**src/rtl/restoring_div_ctrl.sv**
```systemverilog
// Sequencer for an 8-bit unsigned restoring divider that produces one quotient
// bit per cycle through a single shared eight_bit_suber.

module eight_bit_suber (
  input  logic [7:0] a,
  input  logic [7:0] b,
  output logic [7:0] diff,
  output logic       borrow
);
  assign {borrow, diff} = {1'b0, a} - {1'b0, b};
endmodule

module restoring_div_ctrl #(
  parameter logic [7:0] ZERO_QUOT = 8'hFF,
  parameter int         NITER     = 8
) (
  input  logic       clk,
  input  logic       rst_n,
  input  logic       in_valid,
  output logic       in_ready,
  input  logic [7:0] in_dividend,
  input  logic [7:0] in_divisor,
  input  logic       flush,
  output logic       out_valid,
  input  logic       out_ready,
  output logic [7:0] out_quot,
  output logic [7:0] out_rem,
  output logic       out_dbz
);

  typedef enum logic [1:0] {
    IDLE = 2'd0,
    RUN  = 2'd1,
    DONE = 2'd2
  } state_t;

  localparam logic [2:0] LAST_ITER = 3'(NITER - 1);

  state_t     state_q, state_d;
  logic [2:0] count_q, count_d;
  logic [7:0] r_q, r_d;
  logic [7:0] q_q, q_d;
  logic [7:0] dvs_q, dvs_d;
  logic [7:0] quot_q, quot_d;
  logic [7:0] rem_q, rem_d;
  logic       dbz_q, dbz_d;
  logic       in_ready_q, in_ready_d;
  logic       out_valid_q, out_valid_d;

  logic [8:0] shifted;
  logic [7:0] trial;
  logic       borrow;
  logic       take;
  logic [7:0] r_next;
  logic [7:0] q_next;

  assign shifted = {r_q, q_q[7]};

  eight_bit_suber u_suber (
    .a      (shifted[7:0]),
    .b      (dvs_q),
    .diff   (trial),
    .borrow (borrow)
  );

  // Shifted partial remainder is 9 bits wide; a set MSB always covers the divisor.
  assign take   = shifted[8] | ~borrow;
  assign r_next = take ? trial : shifted[7:0];
  assign q_next = {q_q[6:0], take};

  always_comb begin
    state_d = state_q;
    count_d = count_q;
    r_d     = r_q;
    q_d     = q_q;
    dvs_d   = dvs_q;
    quot_d  = quot_q;
    rem_d   = rem_q;
    dbz_d   = dbz_q;
    if (flush) begin
      state_d = IDLE;
    end else begin
      case (state_q)
        IDLE: begin
          if (in_valid) begin
            dvs_d = in_divisor;
            q_d   = in_dividend;
            r_d   = 8'd0;
            if (in_divisor == 8'd0) begin
              state_d = DONE;
              quot_d  = ZERO_QUOT;
              rem_d   = in_dividend;
              dbz_d   = 1'b1;
            end else begin
              state_d = RUN;
              count_d = 3'd0;
            end
          end else begin
            state_d = IDLE;
          end
        end
        RUN: begin
          r_d     = r_next;
          q_d     = q_next;
          count_d = count_q + 3'd1;
          if (count_q == LAST_ITER) begin
            state_d = DONE;
            quot_d  = q_next;
            rem_d   = r_next;
            dbz_d   = 1'b0;
          end else begin
            state_d = RUN;
          end
        end
        DONE: begin
          if (out_ready) begin
            state_d = IDLE;
          end else begin
            state_d = DONE;
          end
        end
        default: begin
          state_d = IDLE;
        end
      endcase
    end
    in_ready_d  = (state_d == IDLE);
    out_valid_d = (state_d == DONE);
  end

  always_ff @(posedge clk or negedge rst_n) begin
    if (!rst_n) begin
      state_q     <= IDLE;
      count_q     <= 3'd0;
      r_q         <= 8'd0;
      q_q         <= 8'd0;
      dvs_q       <= 8'd0;
      quot_q      <= 8'd0;
      rem_q       <= 8'd0;
      dbz_q       <= 1'b0;
      in_ready_q  <= 1'b1;
      out_valid_q <= 1'b0;
    end else begin
      state_q     <= state_d;
      count_q     <= count_d;
      r_q         <= r_d;
      q_q         <= q_d;
      dvs_q       <= dvs_d;
      quot_q      <= quot_d;
      rem_q       <= rem_d;
      dbz_q       <= dbz_d;
      in_ready_q  <= in_ready_d;
      out_valid_q <= out_valid_d;
    end
  end

  assign in_ready  = in_ready_q;
  assign out_valid = out_valid_q;
  assign out_quot  = quot_q;
  assign out_rem   = rem_q;
  assign out_dbz   = dbz_q;

endmodule

```
**config.mk**
```make
export PLATFORM = sky130hd
export DESIGN_NAME = restoring_div_ctrl
export DESIGN_NICKNAME = d
export VERILOG_FILES = /design/src/rtl/restoring_div_ctrl.sv
export SDC_FILE = /design/constraint.sdc
export NUM_CORES = 1
export LEC_CHECK = 0
export CAP_MARGIN = 20
export CORE_MARGIN = 2
export CORE_UTILIZATION = 49
export DETAILED_ROUTE_END_ITERATION = 16
export GPL_ROUTABILITY_DRIVEN = 0
export PLACE_DENSITY = 0.77
export SETUP_SLACK_MARGIN = 0.2
export SLEW_MARGIN = 40
export SYNTH_ARGS = -nofsm -noshare
export SYNTH_HDL_FRONTEND = slang
export SYNTH_SLANG_ARGS = --single-unit
```
**constraint.sdc**
```tcl
create_clock -name clk -period 2.1 [get_ports clk]
set_input_delay 0.42 -clock clk [delete_from_list [all_inputs] [get_ports clk]]
set_output_delay 0.42 -clock clk [all_outputs]
set_load 0.03 [all_outputs]
```
==> summary.txt, run 1 <==
Synthesis
  – Post-synthesis sequential area ratio: 45.46%
  – Synth Warn #: 0
  – Post-synth EDFFs: 0
  – Synth Instances: 293
  – Async set-reset flop share out of synthesis: 100.0%
  – Simple-gate share of the synthesized area: 16.89%
  – Synth Area in XOR/XNOR: 1.325%
  – Primary flip-flop cell chosen by synthesis mapping: dfrtp_1
  – Mux share of post-synthesis cell area: 2.129%
  – Main combinational cell family by area after synthesis: compound AO/OA/AOI/OAI gates
  – Mean Syn Cell Area: 9.027 um2
  – Netlist cell types: 46
  – Syn Nets: 325
  – #FFs+latches synth: 48
  – Synth Area in Adders: 5.487%
  – Synth Area in Compound Gates: 24.03%
  – Cell Area, Synth: 2645 um2

Status
  – Status: finished with violations
  – Failing checks: setup timing

Detailed routing
  – Wire length per cell: 15.19 um
  – Antenna violation net count after detailed routing: 0
  – Number of remaining DRC errors: 0
  – Routed WL: 6455 um
  – Vias: 2376
  – DR vias/cell: 5.591
  – First DRT Iteration DRCs: 202
  – DRT Pass-1 Iters: 4

Floorplan
  – Core footprint: 5172 um2
  – Placement row count: 26
  – Die outline area: 6002 um2
  – Die width: 77.47 um
  – Die span in y: 77.47 um
  – I/O Pins: 40
  – Starting Density: 51.14%

Critical path
  – Cells along the critical path: inv_1 -> ha_2 -> inv_2 -> fa_2 -> a211oi_4 -> o31ai_4 -> o21a_2 -> o2bb2ai_2 -> o32a_1
  – Worst path max stage delay: 0.39 ns
  – Slowest CP cell: dfrtp_1
  – Crit. End Element: register
  – Crit path DAT: 2.43 ns
  – Critical Path Source Type: register
  – CP Max Fanout: 5
  – Setup CP Type: reg2reg
  – Worst path required time: 2.29 ns

STA
  – Final worst path period share: 106.9%
  – Worst-margin pin slew: 0.5623 ns
  – FMAX: 445.3 MHz
  – Total negative slack: -1.309 ns
  – Worst hold margin: 0.09450 ns
  – Final setup vio count: 17
  – Final Hold Viols: 0
  – RSZ-0062 raised after global routing: true
  – Minimum clock period: 2.246 ns
  – Final Max Slew Viols: 0
  – Setup Skew: 0.009188 ns
  – Max_slew headroom: 62.51%
  – Setup ws final: -0.1459 ns

Clock tree
  – Max clock buf depth: 2
  – Root Buffer: clkbuf_8
  – H-Tree Depth: 2
  – Clock sinks: 48
  – Clock Pin Slew Worst Setup and Hold Paths: 0.09 ns
  – Clock tree from TritonCTS: done
  – CTS buffer count: 5
  – CTS Hold Buffers Added: 0
  – Clock Latency Late Sink: 0.31 ns

Finish
  – Share of post-route cells with drive strength above 1: 18.31%
  – Antenna Cells: 0
  – Layout area overhead: 33.07%
  – Nets@finish: 386
  – Final core utilization: 68.05%

Global route
  – Largest net degree at the start of global routing: 28
  – Vias in the first global route: 2214
  – Gr ovfl total: 0
  – GRT Total Usage: 21.77%
  – First-pass GRT wire length: 10340 um
  – Initial antenna violation count: 0

Min path
  – Hold Crit Class: in2async

Placed design
  – Detail Placement HPWL: 4506 um
  – Pre-CTS WS: -0.1266 ns
  – PortBufs: 39

Pwr
  – Clock Power Share: 20.6%
  – Switching power: 0.001475 W
  – Seq pwr share: 32.8%
  – Pwr dens: 1114 nW/um2
  – Design Power: 0.003920 W
  – Sw Ratio: 37.63%
  – Maximum VDD drop: 0.5712 mV
  – Internal Power: 0.002445 W
  – Logic pwr share: 46.6%
  – Leakage power: 1.533 nW

Run
  – Max capacitance violation total: 0
synthesized netlist by cell type (all sizes together), types with 4 or more instances:
cell type | number | area share [%]
a21oi | 27 | 5.5
buf | 8 | 2.0
nor2 | 43 | 6.2
inv | 12 | 1.7
a31oi | 14 | 3.3
dfrtp | 47 | 44
mux2 | 5 | 2.1
o32a | 4 | 1.5
o21ai | 21 | 4.3
a21o | 4 | 1.1
nand2 | 47 | 6.8
clkbuf | 7 | 0.99
ha | 10 | 4.7
a2bb2oi | 6 | 2.0
power groups by stage:
stage | registers [W] | clock network (W) | logic (W)
after global placement | 0.00130 | 0 | 0.00155
final | 0.00128 | 0.000807 | 0.00183
after floorplan | 0.00146 | 0 | 0.000878
after detailed placement | 0.00130 | 0 | 0.00159
after global routing | 0.00131 | 0.000858 | 0.00195
after CTS | 0.00128 | 0.000823 | 0.00169
cell usage in the layout, fill, tap and decap left out, types with 2 or more instances in the layout:
cell and n:
dfrtp_1 47, nand2_1 46, nor2_1 42, clkdlybuf4s50_1 37
a21oi_1 26, buf_4 25, a31oi_1 14, o21ai_0 13
inv_1 11, ha_1 9, o21ai_1 5, clkbuf_8 5
a21o_1 4, a2bb2oi_1 4, mux2_2 4, o32a_1 4
and3_1 3, xor2_1 3, buf_12 3, nor4_2 2
nor3_1 2, nand2b_1 2, nand3_1 2, o21ai_2 2
o22ai_1 2, nor3b_1 2, bufinv_16 2, buf_6 2
kinds of logic after synthesis:
group                    Yosys count
AO/OA/AOI/OAI                     93
XOR/XNOR                           4
adder cells (fa/ha/maj)           11
buffers and inverters             27
flip-flops                        48
multiplexers                       5
AND/OR/NAND/NOR                  105
critical path, delay by kind of cell (launching register included):
family          cells  cell delay, ns
compound gates      5            1.09
fa+ha+maj           2            0.54
buf+inv             2            0.11
flops               1            0.39
worst paths after layout:
check,endpoint,slack [ns],cells after the start,startpoint
setup / recovery,out_rem[1],-0.15,9,q_q[7]
hold / removal,count_q[0],0.09,1,rst_n
setup reg to reg,out_rem[1],-0.15,9,q_q[7]
hold reg to reg,count_q[0],0.51,1,count_q[0]
max in group asynchronous,in_ready,1.41,2,rst_n
min in group clk,count_q[0],0.51,1,count_q[0]
through the flow:
stage                     cells  cell area [um2]
after floorplan             293             2655
after global placement      411             3267
after detailed placement    411             3267
after CTS                   422             3448
after global routing        425             3520
final                       425             3520
layer usage:
layer  part of all wire [%]  GRT usage, %  wire length (um)
met1                     45         28.88              2873
met2                     49         36.52              3189
met3                    4.8         4.419               308
met4                    1.3         5.714                83
met5                      0             0                 0
final cells by class:
cell class                      instances  area, um2
Clock buffer                            5      68.82
Clock inverter                          3      68.82
Fill cell                             390       1653
Inverter                               12      45.04
Multi-Input combinational cell        218       1393
Sequential cell                        48       1202
Tap cell                               70      87.58
Timing Repair Buffer                   69      654.4
timing repair:
action	CTS	global route
pin swaps	4	9
setup endpoints to repair	19	36
buffers inserted	3	3
resized for setup	8	12
sequential cells by signal (all words and copies together) (netlist names):
| name | cells |
|---|---|
| dvs_q | 8 |
| q_q | 8 |
| in_ready | 1 |
| state_q | 2 |
| out_dbz | 1 |
| count_q | 3 |
| r_q | 8 |
| out_rem | 8 |
| out_quot | 8 |
| out_valid | 1 |
Power figures use the tool's default switching activity.
==> run 2, diff against run 1 <==
--- a/config.mk
+++ b/config.mk
@@ -12,7 +12,7 @@
 export GPL_ROUTABILITY_DRIVEN = 0
 export PLACE_DENSITY = 0.77
 export SETUP_SLACK_MARGIN = 0.2
-export SLEW_MARGIN = 40
+export SLEW_MARGIN = 10
 export SYNTH_ARGS = -nofsm -noshare
 export SYNTH_HDL_FRONTEND = slang
 export SYNTH_SLANG_ARGS = --single-unit
==> results of run 2 <==
Same layout as run 1: the final DEF is identical, and so are final timing and power.
==> run 3, diff against run 2 <==
--- a/config.mk
+++ b/config.mk
@@ -7,10 +7,10 @@
 export LEC_CHECK = 0
 export CAP_MARGIN = 20
 export CORE_MARGIN = 2
-export CORE_UTILIZATION = 49
+export CORE_UTILIZATION = 54
 export DETAILED_ROUTE_END_ITERATION = 16
 export GPL_ROUTABILITY_DRIVEN = 0
-export PLACE_DENSITY = 0.77
+export PLACE_DENSITY = 0.81
 export SETUP_SLACK_MARGIN = 0.2
 export SLEW_MARGIN = 10
 export SYNTH_ARGS = -nofsm -noshare
==> constraint.sdc (replaced) <==
create_clock -name clk -period 2.55 [get_ports clk]
set_input_delay 0.51 -clock clk [delete_from_list [all_inputs] [get_ports clk]]
set_output_delay 0.51 -clock clk [all_outputs]
set_load 0.03 [all_outputs]
==> summary.txt, run 3 (synthesis results as in run 1) <==
Status
  – Status: finished, final reports clean

Pwr
  – Logic pwr share: 44.2%
  – Clock Power Share: 19.1%
  – Switching power: 0.001120 W
  – Sw Ratio: 38.57%
  – Pwr dens: 884.1 nW/um2
  – Leakage power: 1.396 nW
  – Maximum VDD drop: 0.4273 mV
  – Internal Power: 0.001784 W
  – Seq pwr share: 36.7%

Critical path
  – Worst path required time: 2.74 ns
  – Worst path max stage delay: 0.43 ns
  – Slowest CP cell: dfrtp_1
  – FF-to-FF End: out_rem[1]
  – R2R depth: 9
  – Crit path DAT: 2.52 ns
  – Crit. End Element: register
  – Setup CP Type: reg2reg
  – Critical Path Source Type: register
  – R2R Setup Slk: 0.22 ns
  – Launching point of the worst reg2reg path: q_q[7]
  – CP Max Fanout: 5
  – Cells along the critical path: inv_2 -> ha_4 -> inv_1 -> fa_2 -> a211oi_4 -> o31ai_4 -> o21a_2 -> o2bb2ai_2 -> o32a_1
  – Crit path launch: q_q[7]

STA
  – Final Max Slew Viols: 0
  – RSZ-0062 raised after global routing: false
  – Minimum clock period: 2.330 ns
  – Final setup vio count: 0
  – Worst-margin pin slew: 0.6538 ns
  – Setup Skew: 0.01116 ns
  – Final Hold Viols: 0
  – Final worst path period share: 91.39%
  – Max_slew headroom: 56.42%
  – FMAX: 429.1 MHz
  – Total negative slack: 0 ns

Global route
  – First-pass GRT wire length: 9763 um
  – Initial antenna violation count: 0
  – Gr ovfl total: 0
  – GRT Total Usage: 23.42%
  – Largest net degree at the start of global routing: 49
  – Vias in the first global route: 2080

Finish
  – FF+latch area: 1202 um2
  – Layout area overhead: 24.17%
  – Commonest non-fill, non-tap cell in the layout: dfrtp_1
  – Post-route cell area: 3284 um2
  – Antenna Cells: 0
  – Share of post-route cells with drive strength above 1: 12.46%
  – Most frequent cells in the layout: dfrtp_1 (47), nand2_1 (46), nor2_1 (42)
  – Multi-input gate area: 1341 um2
  – FILL cells: 364
  – Final core utilization: 69.54%
  – Nets@finish: 368

Clock tree
  – CTS buffer count: 5
  – Clock Latency Late Sink: 0.31 ns
  – Root Buffer: clkbuf_8
  – H-Tree Depth: 2
  – Max clock buf depth: 2
  – Clock tree from TritonCTS: done
  – Clock Pin Slew Worst Setup and Hold Paths: 0.09 ns
  – Clock sinks: 48

Detailed routing
  – Number of remaining DRC errors: 0
  – Wire length per cell: 15.19 um
  – DRT Pass-1 Iters: 4
  – Antenna violation net count after detailed routing: 0
  – Vias: 2275
  – First DRT Iteration DRCs: 166
  – Routed WL: 6136 um
  – DR vias/cell: 5.631

Floorplan
  – Die span in y: 73.99 um
  – Placement row count: 25
  – I/O Pins: 40
  – Core footprint: 4723 um2
  – Die outline area: 5474 um2
  – Die width: 73.99 um
  – Starting Density: 56.00%

Run
  – Max capacitance violation total: 0

Placed design
  – Detail Placement HPWL: 4401 um
  – PortBufs: 39
  – Placed Area: 3128 um2

Min path
  – Hold Crit Class: in2async
-- run 3: power groups by stage --
| stage | logic, W | clock network [W] | registers, W |
|---|---|---|---|
| after floorplan | 0.000704 | 0 | 0.00120 |
| after global placement | 0.00121 | 0 | 0.00107 |
| after detailed placement | 0.00123 | 0 | 0.00107 |
| after CTS | 0.00126 | 0.000558 | 0.00106 |
| after global routing | 0.00140 | 0.000595 | 0.00108 |
| final | 0.00128 | 0.000555 | 0.00106 |
-- run 3: worst max-delay path: cells and delay by family (launching register included) --
kind	cells	cell delay (ns)
adder cells (fa/ha/maj)	2	0.53
buffers and inverters	2	0.14
flip-flops	1	0.43
AO/OA/AOI/OAI	5	1.11
-- run 3: how the worst max path moves through the flow --
stage | endpoint | slack (ns) | cells after the start
after floorplan | out_rem[1] | 0.36 | 9
after global placement | out_quot[0] | 0.23 | 7
after detailed placement | out_quot[0] | 0.13 | 7
after CTS | out_rem[1] | 0.20 | 9
after global routing | out_rem[1] | 0.17 | 9
final | out_rem[1] | 0.22 | 9
-- run 3: per-layer routing --
| metal | routed length, um | global-route usage (%) | vias to the layer above |
|---|---|---|---|
| met5 | 0 | 0 | - |
| met4 | 78 | 6.667 | 0 |
| met3 | 329 | 4.336 | 12 |
| met2 | 2963 | 37.80 | 79 |
| met1 | 2764 | 32.63 | 1058 |
| li1 | - | - | 1126 |
-- run 3: stage by stage --
step / power (W) / hold WS (ns) / std cells / worst slack, ns
floorplan: 0.001902 / 0.2144 / 293 / 0.3608
global placement: 0.002278 / 0.4903 / 393 / 0.2273
detailed placement: 0.002304 / 0.5001 / 393 / 0.1283
CTS: 0.002877 / 0.1813 / 401 / 0.2049
global route: 0.003079 / 0.1933 / 404 / 0.1708
finish: 0.002904 / 0.1676 / 404 / 0.2195
-- run 3: cell type report --
type	instances	area share, %
clock buffer	5	2.095
clock inverter	3	1.295
inverter	12	1.371
multi-input combinational	218	40.84
sequential	48	36.61
tap	67	2.552
timing repair buffer	51	15.24
-- run 3: repair_timing --
action | in CTS | in global routing
setup buffers | 0 | 3
gates resized for setup | 2 | 3
hold buffers | 0 | 0
endpoints found under the setup margin | 8 | 8
pin swaps | 1 | 4
